==> config.mk <==
export PLATFORM = sky130hd
export DESIGN_NAME = apb_master_ctrl_flat
export DESIGN_NICKNAME = d
export VERILOG_FILES = /design/src/rtl/ahb_apb_pkg.sv /design/src/rtl/apb_master_ctrl_if.sv /design/src/rtl/apb_req_fifo.sv /design/src/rtl/apb_master_ctrl.sv /design/src/flat_wrapper.sv
export SDC_FILE = /design/constraint.sdc
export NUM_CORES = 1
export LEC_CHECK = 0
export BUFFER_PORTS_ARGS = -buffer_cell sky130_fd_sc_hd__buf_4
export CELL_PAD_IN_SITES_DETAIL_PLACEMENT = 0
export CELL_PAD_IN_SITES_GLOBAL_PLACEMENT = 1
export CORE_MARGIN = 2
export CORE_UTILIZATION = 50
export CTS_BUF_LIST = sky130_fd_sc_hd__clkbuf_8
export CTS_CLUSTER_SIZE = 24
export DETAILED_ROUTE_END_ITERATION = 8
export GPL_TIMING_DRIVEN = 0
export HOLD_SLACK_MARGIN = 0.12
export PLACE_DENSITY = 0.85
export SYNTH_ARGS = -nofsm -noshare
export SYNTH_HDL_FRONTEND = slang
export SYNTH_SLANG_ARGS = --single-unit
==> constraint.sdc <==
create_clock -name HCLK -period 10.3 [get_ports HCLK]
set_clock_uncertainty 0.2 [all_clocks]
set_input_delay 1.545 -clock HCLK [delete_from_list [all_inputs] [get_ports HCLK]]
set_output_delay 1.545 -clock HCLK [all_outputs]
set_load 0.005 [all_outputs]
==> src/rtl/ahb_apb_pkg.sv <==
// Shared types for the APB side of the AHB-to-APB bridge.
// The request struct is sized by the package width constants; the
// controller supports ADDR_W/DATA_W up to those widths.
package ahb_apb_pkg;

  localparam int PKG_ADDR_W = 32;
  localparam int PKG_DATA_W = 32;

  typedef enum logic [1:0] {
    IDLE   = 2'd0,
    SETUP  = 2'd1,
    ACCESS = 2'd2
  } apb_state_t;

  typedef struct packed {
    logic [PKG_ADDR_W-1:0] addr;
    logic [PKG_DATA_W-1:0] wdata;
    logic                  write;
  } apb_req_t;

endpackage

==> src/rtl/apb_master_ctrl_if.sv <==
// Bus bundle between the AHB front end, the APB master controller and
// the APB peripherals. PSLVERR/HRESP exist only when APB_PSLVERR_EN is
// defined.
interface apb_master_ctrl_if #(
  parameter int ADDR_W  = 32,
  parameter int DATA_W  = 32,
  parameter int NUM_SLV = 4
);
  logic              VALID;
  logic [ADDR_W-1:0] HADDR_TEMP;
  logic [DATA_W-1:0] HWDATA_TEMP;
  logic              HWRITE_TEMP;
  logic              HREADYOUT;
  logic [DATA_W-1:0] HRDATA;
  logic              XFER_DONE;
  logic [ADDR_W-1:0] PADDR;
  logic [DATA_W-1:0] PWDATA;
  logic              PWRITE;
  logic [NUM_SLV-1:0] PSEL;
  logic              PENABLE;
  logic [DATA_W-1:0] PRDATA;
  logic              PREADY;
`ifdef APB_PSLVERR_EN
  logic              PSLVERR;
  logic              HRESP;
`endif

  // Controller view
  modport master (
`ifdef APB_PSLVERR_EN
    input  PSLVERR,
    output HRESP,
`endif
    input  VALID, HADDR_TEMP, HWDATA_TEMP, HWRITE_TEMP, PRDATA, PREADY,
    output HREADYOUT, HRDATA, XFER_DONE, PADDR, PWDATA, PWRITE, PSEL, PENABLE
  );

  // Environment view (front end plus peripherals)
  modport slave (
`ifdef APB_PSLVERR_EN
    output PSLVERR,
    input  HRESP,
`endif
    output VALID, HADDR_TEMP, HWDATA_TEMP, HWRITE_TEMP, PRDATA, PREADY,
    input  HREADYOUT, HRDATA, XFER_DONE, PADDR, PWDATA, PWRITE, PSEL, PENABLE
  );

endinterface

==> src/rtl/apb_req_fifo.sv <==
// Request FIFO for the APB master. Exposes the head and the entry behind
// it so the controller can chain transfers without an idle cycle.
module apb_req_fifo
  import ahb_apb_pkg::*;
#(
  parameter int DEPTH = 2,
  parameter int PTR_W = $clog2(DEPTH),
  parameter int CNT_W = $clog2(DEPTH) + 1
) (
  input  logic             clk,
  input  logic             rst,
  input  logic             push,
  input  logic             pop,
  input  apb_req_t         wr_req,
  output apb_req_t         head,
  output apb_req_t         head_next,
  output logic             full,
  output logic             empty,
  output logic [CNT_W-1:0] count
);

  apb_req_t         mem [DEPTH];
  logic [PTR_W-1:0] wr_ptr_q, wr_ptr_d;
  logic [PTR_W-1:0] rd_ptr_q, rd_ptr_d;
  logic [CNT_W-1:0] count_q, count_d;
  logic [PTR_W-1:0] rd_ptr_nxt;

  // Pointer and occupancy update; pointers wrap naturally at DEPTH
  always_comb begin
    wr_ptr_d = wr_ptr_q + PTR_W'(push);
    rd_ptr_d = rd_ptr_q + PTR_W'(pop);
    count_d  = count_q + CNT_W'(push) - CNT_W'(pop);
  end

  // Control state, cleared on reset (stored entries become unreachable)
  always_ff @(posedge clk or posedge rst) begin
    if (rst) begin
      wr_ptr_q <= '0;
      rd_ptr_q <= '0;
      count_q  <= '0;
    end else begin
      wr_ptr_q <= wr_ptr_d;
      rd_ptr_q <= rd_ptr_d;
      count_q  <= count_d;
    end
  end

  // Storage array, no reset needed
  always_ff @(posedge clk) begin
    if (push) mem[wr_ptr_q] <= wr_req;
  end

  assign rd_ptr_nxt = rd_ptr_q + PTR_W'(1);
  assign head       = mem[rd_ptr_q];
  assign head_next  = mem[rd_ptr_nxt];
  assign count      = count_q;
  assign full       = (count_q == CNT_W'(DEPTH));
  assign empty      = (count_q == '0);

endmodule

==> src/rtl/apb_master_ctrl.sv <==
// APB master sequencer of the AHB-to-APB bridge: buffers front-end
// requests, runs SETUP/ACCESS phases, decodes the peripheral select and
// returns read data and completion. Optional macro: APB_PSLVERR_EN adds
// PSLVERR sampling and the HRESP error flag.
module apb_master_ctrl
  import ahb_apb_pkg::*;
#(
  parameter int ADDR_W     = PKG_ADDR_W,
  parameter int DATA_W     = PKG_DATA_W,
  parameter int NUM_SLV    = 4,
  parameter int FIFO_DEPTH = 2,
  parameter int SEL_LSB    = 12
) (
  input  logic             HCLK,
  input  logic             HRESET,
  apb_master_ctrl_if.master bus
);

  localparam int SEL_W = $clog2(NUM_SLV);
  localparam int CNT_W = $clog2(FIFO_DEPTH) + 1;

  apb_state_t        state_q, state_d;
  logic [ADDR_W-1:0] paddr_q, paddr_d;
  logic [DATA_W-1:0] pwdata_q, pwdata_d;
  logic              pwrite_q, pwrite_d;
  logic [DATA_W-1:0] hrdata_q, hrdata_d;
  logic              xfer_done_q, xfer_done_d;
`ifdef APB_PSLVERR_EN
  logic              hresp_q, hresp_d;
`endif

  apb_req_t          push_req, fifo_head, fifo_head_next, load_req;
  logic              fifo_full, fifo_empty, push, done, load;
  logic [CNT_W-1:0]  fifo_count;
  logic [SEL_W-1:0]  sel_idx;

  assign push     = bus.VALID && !fifo_full;
  assign done     = (state_q == ACCESS) && bus.PREADY;
  assign push_req = '{addr:  PKG_ADDR_W'(bus.HADDR_TEMP),
                      wdata: PKG_DATA_W'(bus.HWDATA_TEMP),
                      write: bus.HWRITE_TEMP};

  apb_req_fifo #(.DEPTH(FIFO_DEPTH)) u_fifo (
    .clk       (HCLK),
    .rst       (HRESET),
    .push      (push),
    .pop       (done),
    .wr_req    (push_req),
    .head      (fifo_head),
    .head_next (fifo_head_next),
    .full      (fifo_full),
    .empty     (fifo_empty),
    .count     (fifo_count)
  );

  // Next state and transfer-register load; when the popped head was the
  // only entry but a push lands on the same edge, the pushed request is
  // forwarded so the next SETUP follows without an idle cycle
  always_comb begin
    state_d  = state_q;
    load     = 1'b0;
    load_req = fifo_head;
    case (state_q)
      IDLE: begin
        if (!fifo_empty) begin
          state_d = SETUP;
          load    = 1'b1;
        end
      end
      SETUP: state_d = ACCESS;
      ACCESS: begin
        if (bus.PREADY) begin
          if (fifo_count > CNT_W'(1)) begin
            state_d  = SETUP;
            load     = 1'b1;
            load_req = fifo_head_next;
          end else if (push) begin
            state_d  = SETUP;
            load     = 1'b1;
            load_req = push_req;
          end else begin
            state_d = IDLE;
          end
        end
      end
      default: state_d = IDLE;
    endcase
  end

  // Transfer registers and completion response
  always_comb begin
    paddr_d     = load ? ADDR_W'(load_req.addr)  : paddr_q;
    pwdata_d    = load ? DATA_W'(load_req.wdata) : pwdata_q;
    pwrite_d    = load ? load_req.write          : pwrite_q;
    hrdata_d    = (done && !pwrite_q) ? bus.PRDATA : hrdata_q;
    xfer_done_d = done;
`ifdef APB_PSLVERR_EN
    hresp_d     = done && bus.PSLVERR;
`endif
  end

  // FSM state register
  always_ff @(posedge HCLK or posedge HRESET) begin
    if (HRESET) state_q <= IDLE;
    else        state_q <= state_d;
  end

  // APB address/data and response registers
  always_ff @(posedge HCLK or posedge HRESET) begin
    if (HRESET) begin
      paddr_q     <= '0;
      pwdata_q    <= '0;
      pwrite_q    <= 1'b0;
      hrdata_q    <= '0;
      xfer_done_q <= 1'b0;
`ifdef APB_PSLVERR_EN
      hresp_q     <= 1'b0;
`endif
    end else begin
      paddr_q     <= paddr_d;
      pwdata_q    <= pwdata_d;
      pwrite_q    <= pwrite_d;
      hrdata_q    <= hrdata_d;
      xfer_done_q <= xfer_done_d;
`ifdef APB_PSLVERR_EN
      hresp_q     <= hresp_d;
`endif
    end
  end

  assign sel_idx       = paddr_q[SEL_LSB +: SEL_W];
  assign bus.PSEL      = (state_q != IDLE) ? (NUM_SLV'(1) << sel_idx) : '0;
  assign bus.PENABLE   = (state_q == ACCESS);
  assign bus.PADDR     = paddr_q;
  assign bus.PWDATA    = pwdata_q;
  assign bus.PWRITE    = pwrite_q;
  assign bus.HRDATA    = hrdata_q;
  assign bus.XFER_DONE = xfer_done_q;
  assign bus.HREADYOUT = !fifo_full;
`ifdef APB_PSLVERR_EN
  assign bus.HRESP     = hresp_q;
`endif

endmodule

==> src/flat_wrapper.sv <==
// flat-port wrapper written by rule: the top's interface ports become plain ports
module apb_master_ctrl_flat import ahb_apb_pkg::*;
#(
  parameter int ADDR_W     = PKG_ADDR_W,
  parameter int DATA_W     = PKG_DATA_W,
  parameter int NUM_SLV    = 4,
  parameter int FIFO_DEPTH = 2,
  parameter int SEL_LSB    = 12
)
  (HCLK, HRESET, bus_VALID, bus_HADDR_TEMP, bus_HWDATA_TEMP, bus_HWRITE_TEMP, bus_PRDATA, bus_PREADY, bus_HREADYOUT, bus_HRDATA, bus_XFER_DONE, bus_PADDR, bus_PWDATA, bus_PWRITE, bus_PSEL, bus_PENABLE);
  apb_master_ctrl_if #(.ADDR_W(ADDR_W), .DATA_W(DATA_W), .NUM_SLV(NUM_SLV)) bus_i ();
  input  logic HCLK;
  input  logic HRESET;
  input wire logic [$bits(bus_i.VALID)-1:0] bus_VALID;
  input wire logic [$bits(bus_i.HADDR_TEMP)-1:0] bus_HADDR_TEMP;
  input wire logic [$bits(bus_i.HWDATA_TEMP)-1:0] bus_HWDATA_TEMP;
  input wire logic [$bits(bus_i.HWRITE_TEMP)-1:0] bus_HWRITE_TEMP;
  input wire logic [$bits(bus_i.PRDATA)-1:0] bus_PRDATA;
  input wire logic [$bits(bus_i.PREADY)-1:0] bus_PREADY;
  output wire logic [$bits(bus_i.HREADYOUT)-1:0] bus_HREADYOUT;
  output wire logic [$bits(bus_i.HRDATA)-1:0] bus_HRDATA;
  output wire logic [$bits(bus_i.XFER_DONE)-1:0] bus_XFER_DONE;
  output wire logic [$bits(bus_i.PADDR)-1:0] bus_PADDR;
  output wire logic [$bits(bus_i.PWDATA)-1:0] bus_PWDATA;
  output wire logic [$bits(bus_i.PWRITE)-1:0] bus_PWRITE;
  output wire logic [$bits(bus_i.PSEL)-1:0] bus_PSEL;
  output wire logic [$bits(bus_i.PENABLE)-1:0] bus_PENABLE;
  assign bus_i.VALID = bus_VALID;
  assign bus_i.HADDR_TEMP = bus_HADDR_TEMP;
  assign bus_i.HWDATA_TEMP = bus_HWDATA_TEMP;
  assign bus_i.HWRITE_TEMP = bus_HWRITE_TEMP;
  assign bus_i.PRDATA = bus_PRDATA;
  assign bus_i.PREADY = bus_PREADY;
  assign bus_HREADYOUT = bus_i.HREADYOUT;
  assign bus_HRDATA = bus_i.HRDATA;
  assign bus_XFER_DONE = bus_i.XFER_DONE;
  assign bus_PADDR = bus_i.PADDR;
  assign bus_PWDATA = bus_i.PWDATA;
  assign bus_PWRITE = bus_i.PWRITE;
  assign bus_PSEL = bus_i.PSEL;
  assign bus_PENABLE = bus_i.PENABLE;
  apb_master_ctrl #(.ADDR_W(ADDR_W), .DATA_W(DATA_W), .NUM_SLV(NUM_SLV), .FIFO_DEPTH(FIFO_DEPTH), .SEL_LSB(SEL_LSB)) u_core (.HCLK(HCLK), .HRESET(HRESET), .bus(bus_i));
endmodule
---- Word-level counts from Yosys, hierarchy flattened ----
Memory sizes are Yosys's and may differ from the RTL's.
Index checks and enable logic that the tools add are counted.
word-level totals
  register bits after elaboration ......... 104
  RAM bits ................................ 130
  input bits .............................. 101
  output and inout bits ................... 104
  logic and storage cells ................. 47
  memories ................................ 1
memory list
  name               words  width  read ports  clocked after Yosys merged registers in  write ports  RTL line            RTL
  u_core.u_fifo.mem  2      65     2           0                                        1            apb_req_fifo.sv:22  apb_req_t mem [DEPTH];
operators by class
  $add $sub $neg .......................... 5
  order comparisons ....................... 1
  eq/ne operators ......................... 5
  shift-type cells ........................ 1
  muxes and demuxes ....................... 16
  reduce and logical (&&, ||, !) cells .... 9
operators with widths
  operator                                             number
  2-to-1 mux 65 bit                                    4
  2-to-1 mux 1 bit                                     6
  2-to-1 mux 2 bit                                     3
  one-hot mux 2 bit (3 select lines)                   1
  == test 2 bit (second input constant)                2
  logical NOT 2 bit                                    2
  2-to-1 mux 4 bit                                     1
  != test 2 bit (second input constant)                2
  << shifter 1 x 2 -> 4 bit (first input constant)     1
  logical AND 1 bit                                    3
  adder 1 bit                                          2
  adder 2 x 1 -> 2 bit                                 1
  == test 2 x 1 -> 1 bit (second input constant)       1
  > comparator 2 x 1 -> 1 bit (second input constant)  1
  logical NOT 1 bit                                    2
  one-hot mux 1 bit (2 select lines)                   1
  AND reduction 2 bit                                  1
  nonzero test 2 bit                                   1
  subtractor 2 x 1 -> 2 bit                            1
  adder 1 bit (second input constant)                  1

---- Logic depth before layout (Yosys ltp) ----
Gate-level depths: netlist of run 1.
  depth in word-level cells ............... 7
  gate-level depth with buffers ........... 8
  gate-level depth less buffers ........... 5

---- Modules after synthesis ----
A second synthesis of run 1 with hierarchy kept.
second synthesis, totals
  cell total of the unflattened synthesis .. 663
  area total of the unflattened synthesis .. 11,218.3 µm²
by module, submodules not included
  module           instances  cells an instance  area an instance (µm²)  seq. area each (µm²)
  apb_req_fifo     1          292                6,064.6                 4,003.8
  apb_master_ctrl  1          371                5,153.7                 2,502.4

---- Worst setup path after synthesis of run 1 ----
OpenSTA, ideal clock, no wires.
  path type ............................... input -> register
  start ................................... input bus_VALID
  end ..................................... memory u_core.u_fifo.mem[0][0] (netlist bit), enable pin
  library setup time ...................... 0.430 ns
  arrival time ............................ 3.801 ns
  required time ........................... 9.670 ns
  path slack .............................. 5.869 ns
  stages on the path ...................... 5
  buffers on the path ..................... 3
  cells stage by stage .................... buf_2 -> buf_2 -> buf_2 -> and2_1 -> ha_1
between the ends
  cells in the longest elaborated chain, start to end .. 3
RTL lines
  what                                    RTL line               RTL
  start: declaration                      flat_wrapper.sv:14     input wire logic [$bits(bus_i.VALID)-1:0] bus_VALID;
  logical AND 1 bit                       apb_master_ctrl.sv:37  assign push = bus.VALID && !fifo_full;
  2-to-1 mux 1 bit                        apb_req_fifo.sv:50     if (push) mem[wr_ptr_q] <= wr_req;
  2-to-1 mux 1 bit (not written as such)  apb_req_fifo.sv:50
  end: declaration                        apb_req_fifo.sv:22
Every way passes these cells.

---- Worst setup path in the final report of run 1 ----
  start ................................... register u_core.state_q[1]
  end ..................................... output bus_PSEL[3]
between the ends
  cells in the longest elaborated chain, start to end .. 2
RTL lines
  what                      RTL line                RTL
  start: declaration        apb_master_ctrl.sv:22   apb_state_t state_q, state_d;
  start signal: assignment  apb_master_ctrl.sv:105  else state_q <= state_d;
  nonzero test 2 bit        apb_master_ctrl.sv:132  assign bus.PSEL = (state_q != IDLE) ? (NUM_SLV'(1) << sel_idx) : '0;
  2-to-1 mux 4 bit          apb_master_ctrl.sv:132
  end: declaration          flat_wrapper.sv:26      output wire logic [$bits(bus_i.PSEL)-1:0] bus_PSEL;
Every way passes these cells.

==> run_results.csv, run 1 <==
group,metric,value,unit
outcome,status,"finished, final reports clean",
timing,fmax,309.5,MHz
logic_synthesis,synth_fp_nets,924,
timing,relSlewSlack,44.46,%
logic_synthesis,synth_xor_area_share,0.2474,%
routing,dr.pass1.iters,5,
routing,post_drt_wl_per_cell,19.51,µm
routing,drt_wl_total,26870,µm
cts,path_clk_slew,0.06,ns
floorplanning,die-area,22430,µm²
logic_synthesis,postSynthCellCount,821,
logic_synthesis,yosysSeqAreaShare,61.26,%
logic_synthesis,synth_top_family_by_area,"multiplexers",
floorplanning,io_pins,205,
placement,post-place-ws,6.542,ns
floorplanning,die_x,149.8,µm
power,p_per_area,307.5,nW/µm²
cells_and_area,drive_gt1_share,35.93,%
logic_synthesis,synth_warnings,0,
grt,grt_pass1_vias,7902,
cts,tritoncts,"done",
setup_path,worstSetupStartpointType,"flop",
timing,finalHoldViolations,0,
setup_path,critPathMaxFanout,7,
logic_synthesis,yosys.area.top_type,"edfxtp_1",
logic_synthesis,yosys.area_share.simple,3.239,%
logic_synthesis,netlist.area_leader.share,36.75,%
grt,gr-total-overflow,0,
routing,vias,7600,
timing,fin_setup_tns,0,ns
logic_synthesis,avgSynthCellArea,12.94,µm²
grt,grt_pass1_wl,42000,µm
timing,maxSlewViolCount,0,
cts,clk_latency,0.54,ns
routing,vias_per_cell,5.519,
power,vdd_drop_max,0.1368,mV
floorplanning,fp.dieH,149.8,µm
timing,finalWorstSetupSlack,7.069,ns
timing,rsz0062_at_grt,"false",
cells_and_area,diodes,0,
floorplanning,rows,53,
job,drv_cap,0,
logic_synthesis,synth_mux_area_share,16.79,%
timing,post-route-min-period,3.231,ns
logic_synthesis,synth_edf_count,130,
logic_synthesis,synthArstFlopShare,44.44,%
logic_synthesis,syn_area,10620,µm²
logic_synthesis,ys.flop_type,"edfxtp_1",
routing,ant_nets,0,
cts,clkSinkCount,234,
placement,io_buffer_count,203,
setup_path,end_kind,"output pin",
cells_and_area,final_core_util,63.79,%
setup_path,critPathRequiredTime,8.56,ns
placement,dpl-instance-area,12590,µm²
cells_and_area,area_delta_synth_final,25.86,%
timing,finalSetupViolCount,0,
logic_synthesis,synthAdderAreaFrac,0.2356,%
grt,track_usage,23.99,%
setup_path,path_class,"flop to output pin",
floorplanning,initial_core_util,50.69,%
min_path,min_path_type,"flop to flop",
power,p_leak,5.535,nW
grt,antenna_found_initial,0,
cts,post-cts-setup-buffer-count,0,
cts,cts-buffers-inserted,41,
placement,dp_hpwl,17820,µm
setup_path,crit_arrival,1.49,ns
timing,worst_pin_slew,0.8331,ns
cts,ctsHtreeMaxLevel,2,
logic_synthesis,synth-compound-area-share,13.92,%
grt,grt_max_degree,64,
cts,clk_root_buffer_cell,"clkbuf_8",
routing,drc,0,
routing,drt_iter0_drc,365,
placement,place.gp.congestion,0.7410,
cells_and_area,design_area,13370,µm²
logic_synthesis,synthTopCellsByArea,"edfxtp_1 37%, dfrtp_1 25%, a21oi_1 9.0%, mux2_2 8.7%, mux2i_1 6.5%",
logic_synthesis,synth-seq-cells,234,
cts,ctsResizeCount,0,
cts,cts_hold_buf,0,
logic_synthesis,synth_most_common_cell,"a21oi_1",
floorplanning,core,20960,µm²
logic_synthesis,yosys-top-cells-count,"190 x a21oi_1, 130 x edfxtp_1, 104 x dfrtp_1",
timing,hold_slack,0.2860,ns
cts,clockBufferDepth,3,
logic_synthesis,ys_types,29,
cells_and_area,fin_nets,1173,
timing,finalCritPeriodShare,31.37,%
[report_power, final]
part	internal [mW]	switching, mW
combinational	0.862	0.943
clock	0.433	0.369
sequential	1.35	0.157
total	2.64	1.47
[area by class of cell]
class                           count  area [µm²]
Fill cell                        1698        7587
Sequential cell                   234        6506
Multi-Input combinational cell    510        3675
Timing Repair Buffer              206        1607
Clock buffer                       46       633.1
Buffer                             70       431.7
Tap cell                          275       344.1
Clock inverter                     29       142.6
Inverter                            7       28.78
[metal layers]
| layer | part of all wire [%] | track usage [%] | vias up |
|---|---|---|---|
| met3 | 5.2 | 3.598 | 46 |
| met4 | 2.2 | 7.453 | 0 |
| met5 | 0 | 0 | - |
| met2 | 50 | 40.32 | 229 |
| li1 | - | - | 3571 |
| met1 | 43 | 32.41 | 3754 |
[worst max-delay path, stage by stage, from the launching register on]
cell and delay (ns):
dfrtp_1 0.36, buf_4 0.16, o21ai_0 0.24, nor2_1 0.07, buf_4 0.14
[stage by stage]
| stage | cells | power (mW) |
|---|---|---|
| final | 1377 | 4.110 |
| after global routing | 1377 | 4.372 |
| after CTS | 1377 | 4.149 |
| after detailed placement | 1302 | 3.333 |
| after global placement | 1299 | 3.290 |
| after floorplan | 821 | 2.608 |
[path summary, 6_finish.rpt]
| kind | to | slack, ns | depth (start not counted) | from |
|---|---|---|---|---|
| max | bus_PSEL[3] | 7.07 | 4 | u_core.state_q[1] |
| min | u_core.bus.HRDATA[9] | 0.29 | 1 | u_core.bus.HRDATA[9] |
| max reg2reg | u_core.u_fifo.mem[0][26] | 8.23 | 5 | u_core.u_fifo.count[1] |
| min reg2reg | u_core.bus.HRDATA[9] | 0.29 | 1 | u_core.bus.HRDATA[9] |
| max in group asynchronous | u_core.bus.PWDATA[0] | 8.18 | 3 | HRESET |
| min in group asynchronous | u_core.bus.PWDATA[29] | 1.00 | 2 | HRESET |
[cell usage in the layout (no fill, tap or decap), drive strengths merged]
master	instances
inv	26
xnor2	3
dfrtp	104
and2	1
mux2i	69
a21o	1
a211oi	62
bufinv	1
clkinv	8
a2bb2oi	3
a21oi	190
nor3	3
buf	259
clkinvlp	1
a221oi	1
ha	2
nand2	1
clkbuf	63
nor2b	2
edfxtp	130
mux2	97
nor3b	3
nand2b	1
nand3b	1
nor2	67
o21ai	2
and3	1
[registers in the layout, summed over array words and instances, names as in the netlist]
| name | cells |
|---|---|
| u_core.bus.PWDATA | 32 |
| u_core.u_fifo.wr_ptr_q | 1 |
| u_core.state_q | 2 |
| u_core.bus.HRDATA | 32 |
| u_core.bus.PADDR | 32 |
| u_core.u_fifo.rd_ptr_q | 1 |
| u_core.bus.XFER_DONE | 1 |
| u_core.bus.PWRITE | 1 |
| u_core.u_fifo.mem | 130 |
| u_core.u_fifo.count | 2 |
[cell families after synthesis]
family                   count (synthesis)
XOR/XNOR                                 3
multiplexers                           166
buffers and inverters                   77
adder cells (fa/ha/maj)                  2
flip-flops                             234
AO/OA/AOI/OAI                          259
AND/OR/NAND/NOR                         80
No activity file was read; power rests on OpenSTA's default activity.
==> run 2, diff against run 1 <==
--- a/config.mk
+++ b/config.mk
@@ -9,13 +9,13 @@
 export CELL_PAD_IN_SITES_DETAIL_PLACEMENT = 0
 export CELL_PAD_IN_SITES_GLOBAL_PLACEMENT = 1
 export CORE_MARGIN = 2
-export CORE_UTILIZATION = 50
+export CORE_UTILIZATION = 46
 export CTS_BUF_LIST = sky130_fd_sc_hd__clkbuf_8
 export CTS_CLUSTER_SIZE = 24
 export DETAILED_ROUTE_END_ITERATION = 8
 export GPL_TIMING_DRIVEN = 0
 export HOLD_SLACK_MARGIN = 0.12
-export PLACE_DENSITY = 0.85
+export PLACE_DENSITY = 0.79
 export SYNTH_ARGS = -nofsm -noshare
 export SYNTH_HDL_FRONTEND = slang
 export SYNTH_SLANG_ARGS = --single-unit
==> constraint.sdc (replaced) <==
create_clock -name HCLK -period 3.4 [get_ports HCLK]
set_clock_uncertainty 0.2 [all_clocks]
set_input_delay 0.51 -clock HCLK [delete_from_list [all_inputs] [get_ports HCLK]]
set_output_delay 0.51 -clock HCLK [all_outputs]
set_load 0.005 [all_outputs]
==> run 2 against run 1 <==
  * Combinational power rose to 3.1 times the previous value
  * Non-clock buffer count rose by 100
  * Global-route usage fell by 0.70 points
  * Worst hold slack barely moved
  * Clock power rose to 3.1 times the previous value
  * Setup slack got worse by 6.1 ns
  * Sequential power rose to 3.0 times the previous value
  * Highest routed layer unchanged
==> run_results.csv, run 2 (same netlist as run 1, synthesis figures left out) <==
group,metric,value,unit
power,p_switching,4.518,mW
floorplanning,io_pins,205,
cells_and_area,drive_gt1_share,33.11,%
timing,worst_pin_slew,0.8317,ns
power,sw_frac_of_total,35.85,%
setup_path,path_class,"input port to flop",
routing,vias_per_cell,5.327,
cells_and_area,layout_common_cells,"210 x buf_4, 190 x a21oi_1, 130 x edfxtp_1",
cts,path_clk_slew,0.06,ns
power,p_comb_share,44.1,%
placement,place_inst,1313,
power,vdd_drop_max,0.4181,mV
power,p_seq_share,36.3,%
setup_path,critPathRequiredTime,3.41,ns
cells_and_area,largest_reg_flops,130,
grt,track_usage,23.29,%
routing,drt_wl_total,28550,µm
routing,ant_nets,0,
timing,finalSetupViolCount,0,
timing,finalWorstSetupSlack,1.018,ns
floorplanning,initial_core_util,46.91,%
timing,finalCritPeriodShare,70.07,%
routing,dr.pass1.iters,5,
setup_path,r2r_slack,1.14,ns
min_path,min_path_type,"flop to flop",
grt,gr-total-overflow,0,
cells_and_area,largest_register,"u_core.u_fifo.mem",
routing,drc,0,
job,drv_cap,0,
cts,clk_root_buffer_cell,"clkbuf_8",
floorplanning,rows,55,
grt,antenna_found_initial,0,
floorplanning,fp.dieH,156.0,µm
outcome,status,"finished, final reports clean",
placement,dp_hpwl,18310,µm
placement,post-place-ws,0.4713,ns
timing,rsz0062_at_grt,"false",
cells_and_area,final_common_cell,"buf_4",
power,p_per_area,875.3,nW/µm²
cells_and_area,final_core_util,63.59,%
routing,vias,7942,
cts,ctsHtreeMaxLevel,2,
setup_path,end_kind,"flop",
setup_path,critPathMaxFanout,36,
routing,drt_iter0_drc,370,
cts,post-cts-setup-buffer-count,0,
timing,post-route-min-period,2.382,ns
timing,fmax,419.8,MHz
setup_path,crit_arrival,2.39,ns
floorplanning,core,22640,µm²
power,power.share.clock,19.6,%
grt,grt_pass1_wl,44120,µm
routing,post_drt_wl_per_cell,19.15,µm
placement,place.gp.congestion,0.7314,
cts,clockBufferDepth,3,
cells_and_area,fin_nets,1274,
grt,grt_max_degree,39,
cts,tritoncts,"done",
cells_and_area,area_delta_synth_final,35.55,%
power,p_int,8.084,mW
placement,io_buffer_count,203,
cts,clk_latency,0.53,ns
power,total_power,12.60,mW
setup_path,worstSetupStartpointType,"input port",
cts,clkSinkCount,234,
cts,cts-buffers-inserted,42,
cells_and_area,final_cells,1491,
power,p_leak,5.922,nW
timing,maxSlewViolCount,0,
grt,grt_pass1_vias,8262,
timing,relSlewSlack,44.44,%
floorplanning,die-area,24320,µm²
timing,finalHoldViolations,0,
cts,ctsResizeCount,0,
floorplanning,die_x,156.0,µm
run 2: routing by layer:
layer	track usage, %	vias to the layer above	wire [µm]	part of all wire, %
li1	-	3782	-	-
met1	31.03	3892	12380	43
met2	40.14	227	14260	50
met3	3.167	41	1359	4.8
met4	6.597	0	554	1.9
met5	0	-	0	0
run 2: final timing paths:
| check | start | endpoint | cells after the start |
|---|---|---|---|
| worst min register to register | u_core.bus.HRDATA[9] | u_core.bus.HRDATA[9] | 1 |
| worst max-delay path | bus_VALID | u_core.u_fifo.mem[0][17] | 6 |
| worst max register to register | u_core.u_fifo.count[1] | u_core.u_fifo.mem[0][17] | 5 |
| min in group asynchronous | HRESET | u_core.bus.PWDATA[21] | 3 |
| max in group asynchronous | HRESET | u_core.bus.HRDATA[28] | 5 |
| worst min-delay path | u_core.bus.HRDATA[9] | u_core.bus.HRDATA[9] | 1 |
run 2: critical path: stages:
cell    delay (ns)
buf_2         0.21
buf_2         0.33
buf_2         0.27
and2_1        0.23
ha_4          0.50
buf_12        0.31
run 2: metrics by stage:
stage / hold slack, ns / instance area, µm² / setup TNS (ns)
3_5_place_dp: 0.2759 / 12600 / 0
5_1_grt: 0.3020 / 14400 / 0
6_report: 0.2861 / 14400 / 0
3_3_place_gp: 0.2693 / 12510 / -171.06
2_1_floorplan: 0.2828 / 10630 / 0
4_1_cts: 0.2891 / 14400 / 0
run 2: repair_timing:
item                       4_1_cts  5_1_grt
hold buffers                    99        0
setup endpoints to repair        0        0
hold endpoints to repair       197        0
run 2: power groups by stage:
stage          clock network [mW]  registers [mW]  logic (mW)
3_3_place_gp                    0            4.62        5.38
5_1_grt                      2.65            4.68        6.07
4_1_cts                      2.52            4.56        5.61
6_report                     2.47            4.57        5.56
3_5_place_dp                    0            4.61        5.49
2_1_floorplan                   0            4.60        3.31
run 2: layout make-up:
type                            instances  area, µm²
Timing Repair Buffer                  306       2595
Fill cell                            1851       8243
Inverter                                7      30.03
Buffer                                 70      431.7
Clock buffer                           50      688.2
Antenna cell                            1      2.502
Sequential cell                       234       6506
Multi-Input combinational cell        510       3675
Clock inverter                         28      112.6
Tap cell                              285      356.6
==> run 3, diff against run 2 <==
--- a/config.mk
+++ b/config.mk
@@ -9,13 +9,13 @@
 export CELL_PAD_IN_SITES_DETAIL_PLACEMENT = 0
 export CELL_PAD_IN_SITES_GLOBAL_PLACEMENT = 1
 export CORE_MARGIN = 2
-export CORE_UTILIZATION = 46
+export CORE_UTILIZATION = 42
 export CTS_BUF_LIST = sky130_fd_sc_hd__clkbuf_8
 export CTS_CLUSTER_SIZE = 24
 export DETAILED_ROUTE_END_ITERATION = 8
 export GPL_TIMING_DRIVEN = 0
 export HOLD_SLACK_MARGIN = 0.12
-export PLACE_DENSITY = 0.79
+export PLACE_DENSITY = 0.76
 export SYNTH_ARGS = -nofsm -noshare
 export SYNTH_HDL_FRONTEND = slang
 export SYNTH_SLANG_ARGS = --single-unit
==> constraint.sdc (replaced) <==
create_clock -name HCLK -period 1.96 [get_ports HCLK]
set_clock_uncertainty 0.2 [all_clocks]
set_input_delay 0.294 -clock HCLK [delete_from_list [all_inputs] [get_ports HCLK]]
set_output_delay 0.294 -clock HCLK [all_outputs]
set_load 0.005 [all_outputs]
==> run 3 against run 2 <==
  * Sequential power rose by 73%
  * Clock power rose by 87%
  * Flip-flop and latch count unchanged
  * Register-to-register slack worse by 1.1 ns
  * Global-route usage is 1.4 points lower
  * Setup slack worse by 0.97 ns
  * Total power up 81%
  * Wire length up 2.3%
  * Combinational power is 85% higher
  * Sequential share of layout area fell by 1.5 points
  * Via count up 0.97%
  * Critical path depth is 3 lower
  * Critical path type is now flop to output pin
  * Largest power group unchanged
==> run_results.csv, run 3 (same netlist as run 1, synthesis figures left out) <==
group,metric,value,unit
outcome,status,"finished, final reports clean",
grt,gr-total-overflow,0,
routing,vias,8019,
cells_and_area,area_delta_synth_final,40.12,%
cells_and_area,final_cells,1540,
routing,post_drt_wl_per_cell,18.97,µm
cts,clkSinkCount,234,
grt,grt_max_degree,36,
timing,worst_pin_slew,0.5454,ns
floorplanning,die-area,26580,µm²
min_path,holdPathEnd,"u_core.bus.PADDR[7]",
routing,vias_per_cell,5.207,
timing,maxSlewViolCount,0,
timing,finalCritPeriodShare,97.81,%
routing,ant_nets,0,
power,p_leak,6.081,nW
floorplanning,rows,58,
setup_path,r2r_cells,7,
cells_and_area,fin_nets,1280,
grt,grt_pass1_vias,8270,
setup_path,critPathRequiredTime,1.47,ns
routing,dr.pass1.iters,5,
min_path,whs_path_depth,5,
cells_and_area,drive_gt1_share,38.88,%
setup_path,reg2reg_to,"u_core.bus.PWDATA[17]",
cells_and_area,largest_reg_flops,130,
power,vdd_drop_max,0.9607,mV
floorplanning,core,25040,µm²
timing,fmax,521.6,MHz
cts,clk_latency,0.55,ns
floorplanning,die_x,163.0,µm
setup_path,end_kind,"output pin",
floorplanning,fp.dieH,163.0,µm
job,drv_cap,0,
setup_path,reg2reg_from,"u_core.state_q[0]",
timing,post-route-min-period,1.917,ns
cells_and_area,largest_register,"u_core.u_fifo.mem",
floorplanning,io_pins,205,
timing,finalSetupViolCount,0,
min_path,min_from,"bus_VALID",
cts,clk_root_buffer_cell,"clkbuf_8",
timing,finalHoldViolations,0,
timing,relSlewSlack,63.64,%
cells_and_area,final_common_cell,"buf_4",
setup_path,crit_arrival,1.42,ns
placement,place.gp.congestion,0.7429,
routing,drt_wl_total,29220,µm
timing,rsz0062_at_grt,"true",
placement,post-place-ws,-0.5060,ns
grt,antenna_found_initial,1,
min_path,min_path_type,"input port to flop",
cts,tritoncts,"done",
routing,drt_iter0_drc,399,
timing,finalWorstSetupSlack,0.04296,ns
setup_path,worstSetupStartpointType,"flop",
floorplanning,initial_core_util,42.42,%
grt,track_usage,21.93,%
cts,ctsHtreeMaxLevel,2,
timing,fin_setup_tns,0,ns
setup_path,critPathMaxFanout,8,
cells_and_area,layout_common_cells,"218 x buf_4, 165 x a21oi_1, 130 x edfxtp_1",
placement,dp_hpwl,17990,µm
grt,grt_pass1_wl,45190,µm
power,p_per_area,1535,nW/µm²
placement,io_buffer_count,203,
cts,path_clk_slew,0.06,ns
cts,cts-buffers-inserted,41,
cts,clockBufferDepth,3,
placement,place_inst,1357,
setup_path,r2r_slack,0.04,ns
routing,drc,0,
setup_path,path_class,"flop to output pin",
power,total_power,22.85,mW
[run 3: cell count changes in the layout (fill, tap and decap cells not counted), sizes merged]
cell         change
clkbuf          +10
clkinv           -5
inv              -4
and3             +1
buf              -1
bufinv           +1
clkinvlp         +1
dlygate4sd3      +1
[run 3: per-stage QoR]
stage	hold slack (ns)	utilization [%]	cell area, µm²
2_1_floorplan	0.1929	-	10660
3_3_place_gp	0.2700	50.31	12600
3_5_place_dp	0.05879	50.55	12660
4_1_cts	0.2126	58.53	14650
5_1_grt	0.2596	59.45	14880
6_report	0.2449	59.45	14880
[run 3: cell type report]
class	instances	area [µm²]
antenna	1	2.502
fill	2078	10150
clock buffer	54	743.2
inverter	7	32.53
tap	330	412.9
timing repair buffer	312	2675
clock inverter	21	113.9
multi-input combinational	511	3851
buffer	70	544.3
sequential	234	6507
[run 3: worst max-delay path, stage by stage (launching register included)]
cell,delay [ns]
dfrtp_1,0.35
buf_2,0.17
nand2b_1,0.20
buf_4,0.15
[run 3: metal layers]
layer  share of wire, %  GRT usage, %
met4                2.1         6.677
met1                 45         30.34
met2                 48         35.81
met3                4.3         3.428
met5                  0             0
[run 3: repair_timing]
action	in CTS	in global routing
pin swaps	2	1
gates cloned	1	0
resized for setup	25	77
hold buffers	100	0
setup buffers	4	2
endpoints found under the hold margin	317	0
endpoints found under the setup margin	224	128
[run 3: how the worst max path moves through the flow]
stage / start / end / slack, ns
final: u_core.u_fifo.count[1] / bus_HREADYOUT / 0.04
after global routing: u_core.u_fifo.count[1] / bus_HREADYOUT / -0.04
after detailed placement: bus_VALID / u_core.u_fifo.mem[0][6] / -0.51
after floorplan: bus_VALID / u_core.u_fifo.mem[0][0] / 0.01
after CTS: u_core.state_q[0] / u_core.bus.PWDATA[26] / 0.004
after global placement: HRESET / u_core.bus.PADDR[10] / -0.70
[run 3: power by group]
| group | leakage (nW) | switching, mW | internal [mW] |
|---|---|---|---|
| Clock | 0.460 | 2.02 | 2.59 |
| Combinational | 3.22 | 5.31 | 5.00 |
| Sequential | 2.40 | 0.845 | 7.08 |
| Total | 6.08 | 8.18 | 14.7 |
